### src/rtl/seq_frame_tx.sv
// Serial frame transmitter: sync 0110, DATA_W payload bits MSB first,
// optional even-parity bit, GAP_BITS stop bits of 1. The line idles at 1,
// and every bit slot advances only on clock edges qualified by bit_en.
module seq_frame_tx #(
  parameter int DATA_W    = 8,
  parameter int PARITY_EN = 1,
  parameter int GAP_BITS  = 2
) (
  input  logic              clk,
  input  logic              reset_n,
  input  logic              bit_en,
  input  logic [DATA_W-1:0] din,
  input  logic              din_valid,
  output logic              din_ready,
  output logic              x_out,
  output logic              busy,
  output logic              frame_start,
  output logic              done
);

  // The slot counter is shared by SYNC, DATA and STOP, so it is sized for
  // the longest of the three phases.
  localparam int MAX_SYNC = 4;
  localparam int MAX_DG   = (DATA_W > GAP_BITS) ? DATA_W : GAP_BITS;
  localparam int MAX_CNT  = (MAX_DG > MAX_SYNC) ? MAX_DG : MAX_SYNC;
  localparam int CNT_W    = $clog2(MAX_CNT + 1);

  localparam logic [CNT_W-1:0] SYNC_LAST = CNT_W'(MAX_SYNC - 1);
  localparam logic [CNT_W-1:0] DATA_LAST = CNT_W'(DATA_W - 1);
  localparam logic [CNT_W-1:0] STOP_LAST = CNT_W'(GAP_BITS - 1);

  typedef enum logic [2:0] {
    S_IDLE,
    S_SYNC,
    S_DATA,
    S_PARITY,
    S_STOP
  } state_t;

  state_t            r_state;
  logic [CNT_W-1:0]  r_cnt;
  logic [DATA_W-1:0] r_sh;
  logic              r_par;
  logic              r_x;
  logic              r_busy;
  logic              r_fs;
  logic              r_done;
  logic              w_accept;

  // Even parity: the parity bit makes the total number of ones even.
  function automatic logic even_parity(input logic [DATA_W-1:0] word);
    return ^word;
  endfunction

  // Line level for a given sync slot: 0,1,1,0.
  function automatic logic sync_bit(input logic [CNT_W-1:0] slot);
    return (slot == CNT_W'(1)) || (slot == CNT_W'(2));
  endfunction

  assign din_ready   = (r_state == S_IDLE) & bit_en;
  assign w_accept    = din_ready & din_valid;
  assign x_out       = r_x;
  assign busy        = r_busy;
  assign frame_start = r_fs;
  assign done        = r_done;

  // Frame FSM: walks the slots on bit_en edges; the strobes are one-cycle pulses.
  always_ff @(posedge clk or negedge reset_n) begin
    if (!reset_n) begin
      r_state <= S_IDLE;
      r_cnt   <= '0;
      r_sh    <= '0;
      r_par   <= 1'b0;
      r_x     <= 1'b1;
      r_busy  <= 1'b0;
      r_fs    <= 1'b0;
      r_done  <= 1'b0;
    end else begin
      r_fs   <= 1'b0;
      r_done <= 1'b0;
      unique case (r_state)
        S_IDLE: begin
          if (w_accept) begin
            r_sh    <= din;
            r_par   <= even_parity(din);
            r_cnt   <= '0;
            r_x     <= sync_bit('0);
            r_busy  <= 1'b1;
            r_fs    <= 1'b1;
            r_state <= S_SYNC;
          end
        end
        S_SYNC: begin
          if (bit_en) begin
            if (r_cnt == SYNC_LAST) begin
              r_cnt   <= '0;
              r_x     <= r_sh[DATA_W-1];
              r_sh    <= r_sh << 1;
              r_state <= S_DATA;
            end else begin
              r_cnt <= r_cnt + CNT_W'(1);
              r_x   <= sync_bit(r_cnt + CNT_W'(1));
            end
          end
        end
        S_DATA: begin
          if (bit_en) begin
            if (r_cnt == DATA_LAST) begin
              r_cnt <= '0;
              if (PARITY_EN != 0) begin
                r_x     <= r_par;
                r_state <= S_PARITY;
              end else begin
                r_x     <= 1'b1;
                r_state <= S_STOP;
              end
            end else begin
              r_cnt <= r_cnt + CNT_W'(1);
              r_x   <= r_sh[DATA_W-1];
              r_sh  <= r_sh << 1;
            end
          end
        end
        S_PARITY: begin
          if (bit_en) begin
            r_cnt   <= '0;
            r_x     <= 1'b1;
            r_state <= S_STOP;
          end
        end
        S_STOP: begin
          if (bit_en) begin
            if (r_cnt == STOP_LAST) begin
              r_cnt   <= '0;
              r_busy  <= 1'b0;
              r_done  <= 1'b1;
              r_state <= S_IDLE;
            end else begin
              r_cnt <= r_cnt + CNT_W'(1);
            end
          end
        end
        default: begin
          r_x     <= 1'b1;
          r_busy  <= 1'b0;
          r_state <= S_IDLE;
        end
      endcase
    end
  end

endmodule

### config.mk
export PLATFORM = sky130hd
export DESIGN_NAME = seq_frame_tx
export DESIGN_NICKNAME = d
export VERILOG_FILES = /design/src/rtl/seq_frame_tx.sv
export SDC_FILE = /design/constraint.sdc
export NUM_CORES = 1
export LEC_CHECK = 0
export ABC_AREA = 1
export CORE_ASPECT_RATIO = 1.25
export CORE_UTILIZATION = 49
export CTS_CLUSTER_SIZE = 12
export DETAILED_ROUTE_END_ITERATION = 8
export PLACE_DENSITY = 0.71
export SYNTH_ARGS = -nofsm -noshare
export SYNTH_HDL_FRONTEND = slang
export SYNTH_SLANG_ARGS = --single-unit
export TNS_END_PERCENT = 20
### constraint.sdc
create_clock -name clk -period 1.9 [get_ports clk]
set_input_delay 0.38 -clock clk [delete_from_list [all_inputs] [get_ports clk]]
set_output_delay 0.38 -clock clk [all_outputs]
set_load 0.01 [all_outputs]
==> flow_metrics.py, run 1 <==
metrics = {
    "run_status": {
        "status": "finished, final reports clean",
    },
    "critical_path": {
        "crit_family": "flip-flops",
        "end_kind": "output port",
        "path_max_fanout": 2,
        "slowest_stage": "dfstp_2",
        "cp_num_cells": 1,
        "slowest_delay_ps": 550,
        "critPathKind": "reg2out",
        "path_buf_inv": 1,
        "cp.required_ps": 1520,
        "r2r_cells": 7,
        "startpoint_type": "flip-flop",
        "crit_chain": "clkdlybuf4s50_1",
        "crit_arrival_ps": 1400,
    },
    "cells_and_area": {
        "drive_above_1_share_pct": 19.28,
        "finalNetCount": 241,
        "area_growth_syn_to_layout_pct": 18.19,
        "diodes": 0,
        "fin_cells": 257,
    },
    "yosys": {
        "syn_area_per_cell_um2": 7.363,
        "synthArstFlopShare_pct": 100.0,
        "ys_seq_area_share_pct": 34.24,
        "synth_top_cell_by_area": "dfrtp_1",
        "yosys.cell_count.top_type": "nand2_1",
        "ys_ff_latch": 20,
        "ys_types": 29,
        "yosys-top-cells-count": "nand2_1, dfrtp_1, inv_1, nand4_1, nand3_1",
        "yosys_warnings": 0,
        "yosys-top-cells-area": "dfrtp_1, nand2_1, nand4_1",
        "synth.top_cell.area_share_pct": 32.45,
        "syn_inst": 199,
        "synthFlopType": "dfrtp_1",
        "synth_edf_count": 0,
        "syn_area_um2": 1465,
        "synth_nets": 216,
    },
    "clock_tree": {
        "cts_tree": "yes",
        "cts_sinks": 20,
        "postCtsHoldBufs": 0,
        "cts_buffer_depth": 2,
        "cts_buffers": 3,
        "clk_latency_ps": 310,
        "cts_resized": 2,
        "htreeDepth": 1,
        "path_clk_slew_ps": 110,
        "postCtsSetupBuffers": 0,
        "cts_root_buffer": "clkbuf_4",
    },
    "global_routing": {
        "grt_pass1_vias": 1362,
        "antenna_found_initial": 0,
        "grt_usage_pct": 24.36,
        "grt_remaining_overflow": 0,
        "grt_pass1_wl_um": 5892,
        "grt_start_max_net_pins": 21,
    },
    "floorplanning": {
        "core_um2": 2759,
        "initial_core_util_pct": 53.11,
        "rows": 21,
        "die_h_um": 63.14,
        "pin_count": 17,
        "die_area_um2": 3214,
        "die_w_um": 50.91,
    },
    "sta": {
        "finalClockSkew_ps": 3.284,
        "finalHoldViolCount": 0,
        "fmax_mhz": 563.2,
        "period_minus_slack_ps": 1776,
        "finalSetupViolations": 0,
        "rsz0062_at_grt": "no",
        "worstMarginPinSlew_ps": 513.8,
        "maxSlewViolCount": 0,
        "finalCritPeriodShare_pct": 93.46,
        "maxSlewHeadroom_pct": 65.74,
    },
    "drt": {
        "drtIter0Drc": 55,
        "route.detailed.drc": 0,
        "vias": 1365,
        "final_antenna_net_count": 0,
        "vias_per_cell": 5.311,
        "avgRoutedWirePerCell_um": 12.98,
        "firstDrtPassIters": 4,
        "drt-total-wl_um": 3335,
    },
    "power": {
        "p_leak_nw": 0.8946,
        "total_power_mw": 2.736,
        "ir_worst_vdd_mv": 0.8054,
        "power_density_nw_per_um2": 1580,
    },
    "place": {
        "placedCellCount": 253,
        "portBuffers": 16,
        "gp_congestion": 0.8077,
        "place_hpwl_um": 2583,
    },
    "job": {
        "drv_cap": 0,
    },
    "hold_path": {
        "hp-class": "in2async",
    },
}
## worst reg2reg max path, cell delays in order (launching register included)
cell,delay [ps]
dfrtp_1,470
ha_1,310
nand3_1,150
nand2_2,90
o21ai_2,210
nand3_4,190
nand2_1,110
nand2_1,60
## where the power goes
| group | total [mW] | internal (mW) | switching (mW) | leakage (nW) |
|---|---|---|---|---|
| Sequential | 0.716 | 0.597 | 0.119 | 0.258 |
| Combinational | 1.76 | 0.618 | 1.15 | 0.615 |
| Clock | 0.256 | 0.117 | 0.139 | 0.0210 |
| Total | 2.74 | 1.33 | 1.40 | 0.895 |
## layout by cell type, fill, tap and decap left out, drive strengths merged
cell type	synthesis	routed
xor2	3	3
ha	5	5
nand2	90	90
nor3	2	2
dlygate4sd2	0	1
nand3	14	14
clkdlybuf4s50	0	15
o21ai	9	9
xnor2	4	4
buf	2	6
dfrtp	19	19
dfstp	1	1
o21bai	1	1
a21oi	5	5
inv	19	19
nand4	11	11
nor2	14	14
clkbuf	0	4
## kinds of logic after synthesis
| group | count (synthesis) | share of synthesized area (%) |
|---|---|---|
| XOR/XNOR | 7 | 4.185 |
| buffers and inverters | 21 | 6.149 |
| AO/OA/AOI/OAI | 15 | 7.089 |
| flip-flops | 20 | 34.24 |
| AND/OR/NAND/NOR | 131 | 44.06 |
| adder cells (fa/ha/maj) | 5 | 4.270 |
## per-stage QoR
step / TNS [ps] / worst slack [ps] / hold WS [ps] / cell area [um^2] / utilization [%]
detailed placement: -31.76 / -31.76 / 458.5 / 1694 / 61.41
global route: 0 / 75.01 / 428.6 / 1732 / 62.77
floorplan: 0 / 506.6 / 84.41 / 1465 / -
CTS: 0 / 117.2 / 400.2 / 1732 / 62.77
global placement: -16.74 / -16.74 / 454.1 / 1694 / 61.41
finish: 0 / 124.3 / 394.9 / 1732 / 62.77
## state kept, by name, summed over array words and instances, names as in the netlist
register	count
r_state	3
x_out	1
busy	1
frame_start	1
r_sh	8
done	1
r_par	1
r_cnt	4
## cell type report
| class | count | area (um^2) |
|---|---|---|
| fill | 261 | 1027 |
| multi-input combinational | 158 | 875.8 |
| timing repair buffer | 22 | 203.9 |
| tap | 34 | 42.54 |
| inverter | 19 | 71.32 |
| sequential | 20 | 501.7 |
| clock buffer | 4 | 36.28 |
## layer usage
layer	up-vias	track usage [%]	part of all wire [%]
li1	686	-	-
met2	29	43.26	52
met5	-	0	0
met1	645	28.83	43
met4	0	9.722	1.8
met3	5	2.899	2.8
## worst paths after layout
check | start | end | slack, ps
worst min register to register | busy$_DFFE_PN0P_ | busy$_DFFE_PN0P_ | 480
max in group asynchronous | reset_n | x_out$_DFFE_PN1P_ | 1240
worst max-delay path | x_out$_DFFE_PN1P_ | x_out | 120
worst min-delay path | reset_n | done$_DFF_PN0_ | 390
min in group clk | busy$_DFFE_PN0P_ | busy$_DFFE_PN0P_ | 480
worst max register to register | r_cnt[0]$_DFFE_PN0P_ | r_sh[5]$_DFFE_PN0P_ | 220
(Power assumes the default switching activity.)
==> inputs of run 2 (changes only) <==
--- a/config.mk
+++ b/config.mk
@@ -7,10 +7,10 @@
 export LEC_CHECK = 0
 export ABC_AREA = 1
 export CORE_ASPECT_RATIO = 1.25
-export CORE_UTILIZATION = 49
+export CORE_UTILIZATION = 55
 export CTS_CLUSTER_SIZE = 12
 export DETAILED_ROUTE_END_ITERATION = 8
-export PLACE_DENSITY = 0.71
+export PLACE_DENSITY = 0.79
 export SYNTH_ARGS = -nofsm -noshare
 export SYNTH_HDL_FRONTEND = slang
 export SYNTH_SLANG_ARGS = --single-unit
==> flow_metrics.py, run 2 (same netlist as run 1, synthesis figures left out) <==
metrics = {
    "cells_and_area": {
        "drive_above_1_share_pct": 20.00,
        "regMostFlops": "r_sh",
        "final_common_cell": "nand2_1",
        "area_growth_syn_to_layout_pct": 19.13,
        "largestRegisters": "r_sh (8), r_cnt (4), r_state (3)",
        "multi_input_area_um2": 875.8,
        "seq_area_um2": 501.7,
        "largest_reg_flops": 8,
        "nFillCells": 195,
        "final_cell_area_um2": 1745,
        "layout_common_cells": "nand2_1, dfrtp_1, clkdlybuf4s50_1",
        "utilization_pct": 70.45,
        "diodes": 0,
        "finalNetCount": 243,
    },
    "critical_path": {
        "cp_num_cells": 1,
        "cp.required_ps": 1520,
        "crit_end": "x_out",
        "r2r_slack_ps": 270,
        "crit_chain": "clkdlybuf4s50_1",
        "end_kind": "output port",
        "slowest_stage": "dfstp_2",
        "r2r_cells": 7,
        "critPathKind": "reg2out",
        "reg2reg_from": "r_cnt[0]$_DFFE_PN0P_",
        "slowest_delay_ps": 550,
        "path_max_fanout": 2,
        "r2r-end": "r_sh[7]$_DFFE_PN0P_",
        "crit_family": "flip-flops",
        "path_buf_inv": 1,
        "crit_arrival_ps": 1380,
        "startpoint_type": "flip-flop",
        "startpoint": "x_out$_DFFE_PN1P_",
    },
    "sta": {
        "finalCritPeriodShare_pct": 92.38,
        "finalClockSkew_ps": 0.9779,
        "maxSlewHeadroom_pct": 68.79,
        "finalHoldViolCount": 0,
        "maxSlewViolCount": 0,
        "period_minus_slack_ps": 1755,
        "fmax_mhz": 569.7,
        "finalSetupViolations": 0,
        "fin_setup_tns_ps": 0,
        "rsz0062_at_grt": "no",
        "worstMarginPinSlew_ps": 468.1,
    },
    "drt": {
        "avgRoutedWirePerCell_um": 12.12,
        "firstDrtPassIters": 4,
        "drtIter0Drc": 35,
        "final_antenna_net_count": 0,
        "vias": 1364,
        "route.detailed.drc": 0,
        "vias_per_cell": 5.287,
        "drt-total-wl_um": 3126,
    },
    "global_routing": {
        "grt_start_max_net_pins": 21,
        "grt_pass1_vias": 1329,
        "grt_usage_pct": 26.01,
        "grt_remaining_overflow": 0,
        "grt_pass1_wl_um": 5395,
        "antenna_found_initial": 0,
    },
    "hold_path": {
        "hp-class": "in2async",
    },
    "clock_tree": {
        "cts_root_buffer": "clkbuf_4",
        "cts_sinks": 20,
        "cts_buffer_depth": 2,
        "clk_latency_ps": 300,
        "path_clk_slew_ps": 120,
        "htreeDepth": 1,
        "cts_buffers": 3,
        "postCtsHoldBufs": 0,
        "cts_tree": "yes",
    },
    "floorplanning": {
        "rows": 20,
        "pin_count": 17,
        "die_area_um2": 2876,
        "initial_core_util_pct": 59.14,
        "die_w_um": 48.17,
        "core_um2": 2477,
        "die_h_um": 59.71,
    },
    "power": {
        "power_density_nw_per_um2": 1568,
        "p_leak_nw": 0.9041,
        "ir_worst_vdd_mv": 0.8087,
    },
    "job": {
        "drv_cap": 0,
    },
    "place": {
        "place_hpwl_um": 2472,
        "postPlaceCellArea_um2": 1693,
        "portBuffers": 16,
        "gp_congestion": 0.8464,
    },
    "run_status": {
        "status": "finished, final reports clean",
    },
}
==> run 2: what timing repair did <==
action / in CTS / in global routing
setup endpoints to repair: 1 / 0
setup buffers: 2 / 0
gates resized for setup: 2 / 0
==> run 2: metal layers <==
layer | vias up | GRT usage (%) | routed length [um]
li1 | 692 | - | -
met1 | 644 | 30.98 | 1337
met2 | 22 | 45.71 | 1693
met3 | 6 | 3.323 | 59
met4 | 0 | 9.127 | 36
met5 | - | 0 | 0
==> run 2: how the worst min path moves through the flow <==
| stage | slack, ps | startpoint | to |
|---|---|---|---|
| 6_report | 420 | reset_n | done$_DFF_PN0_ |
| 5_1_grt | 440 | reset_n | r_state[2]$_DFFE_PN0P_ |
| 4_1_cts | 420 | reset_n | r_cnt[2]$_DFFE_PN0P_ |
| 3_5_place_dp | 460 | r_sh[0]$_DFFE_PN0P_ | r_sh[0]$_DFFE_PN0P_ |
| 3_3_place_gp | 460 | busy$_DFFE_PN0P_ | busy$_DFFE_PN0P_ |
| 2_1_floorplan | 80 | reset_n | busy$_DFFE_PN0P_ |
==> run 2: power breakdown <==
| part | switching (mW) | total (mW) | internal, mW |
|---|---|---|---|
| clock | 0.142 | 0.258 | 0.117 |
| combinational | 1.12 | 1.77 | 0.646 |
| sequential | 0.115 | 0.712 | 0.597 |
| total | 1.38 | 2.74 | 1.36 |
==> run 2: cell type report <==
cell class | instances | area share (%)
Clock buffer | 4 | 2.079
Inverter | 19 | 4.086
Multi-Input combinational cell | 158 | 50.18
Sequential cell | 20 | 28.75
Tap cell | 33 | 2.366
Timing Repair Buffer | 24 | 12.54
==> run 2: worst register-to-register path, stage by stage (launching register included) <==
cell     delay [ps]
dfrtp_1         490
ha_1            310
nand3_1         150
nand2_2          90
o21ai_2         200
nand3_4         170
nand2_1         100
nand2_1          50
==> run 2: metrics by stage <==
step	std cells	power (mW)	setup WS [ps]	hold WS [ps]
2_1_floorplan	199	2.035	506.6	84.41
3_3_place_gp	252	2.388	-18.61	455.4
3_5_place_dp	252	2.453	-33.46	461.1
4_1_cts	258	2.742	138.5	423.8
5_1_grt	258	3.006	85.95	444.8
6_report	258	2.737	144.7	418.6
==> inputs of run 3 (changes only) <==
--- a/config.mk
+++ b/config.mk
@@ -11,6 +11,7 @@
 export CTS_CLUSTER_SIZE = 12
 export DETAILED_ROUTE_END_ITERATION = 8
 export PLACE_DENSITY = 0.79
+export SLEW_MARGIN = 0
 export SYNTH_ARGS = -nofsm -noshare
 export SYNTH_HDL_FRONTEND = slang
 export SYNTH_SLANG_ARGS = --single-unit
==> results of run 3 <==
The final DEF is identical to that of run 2; final timing and power are the same.
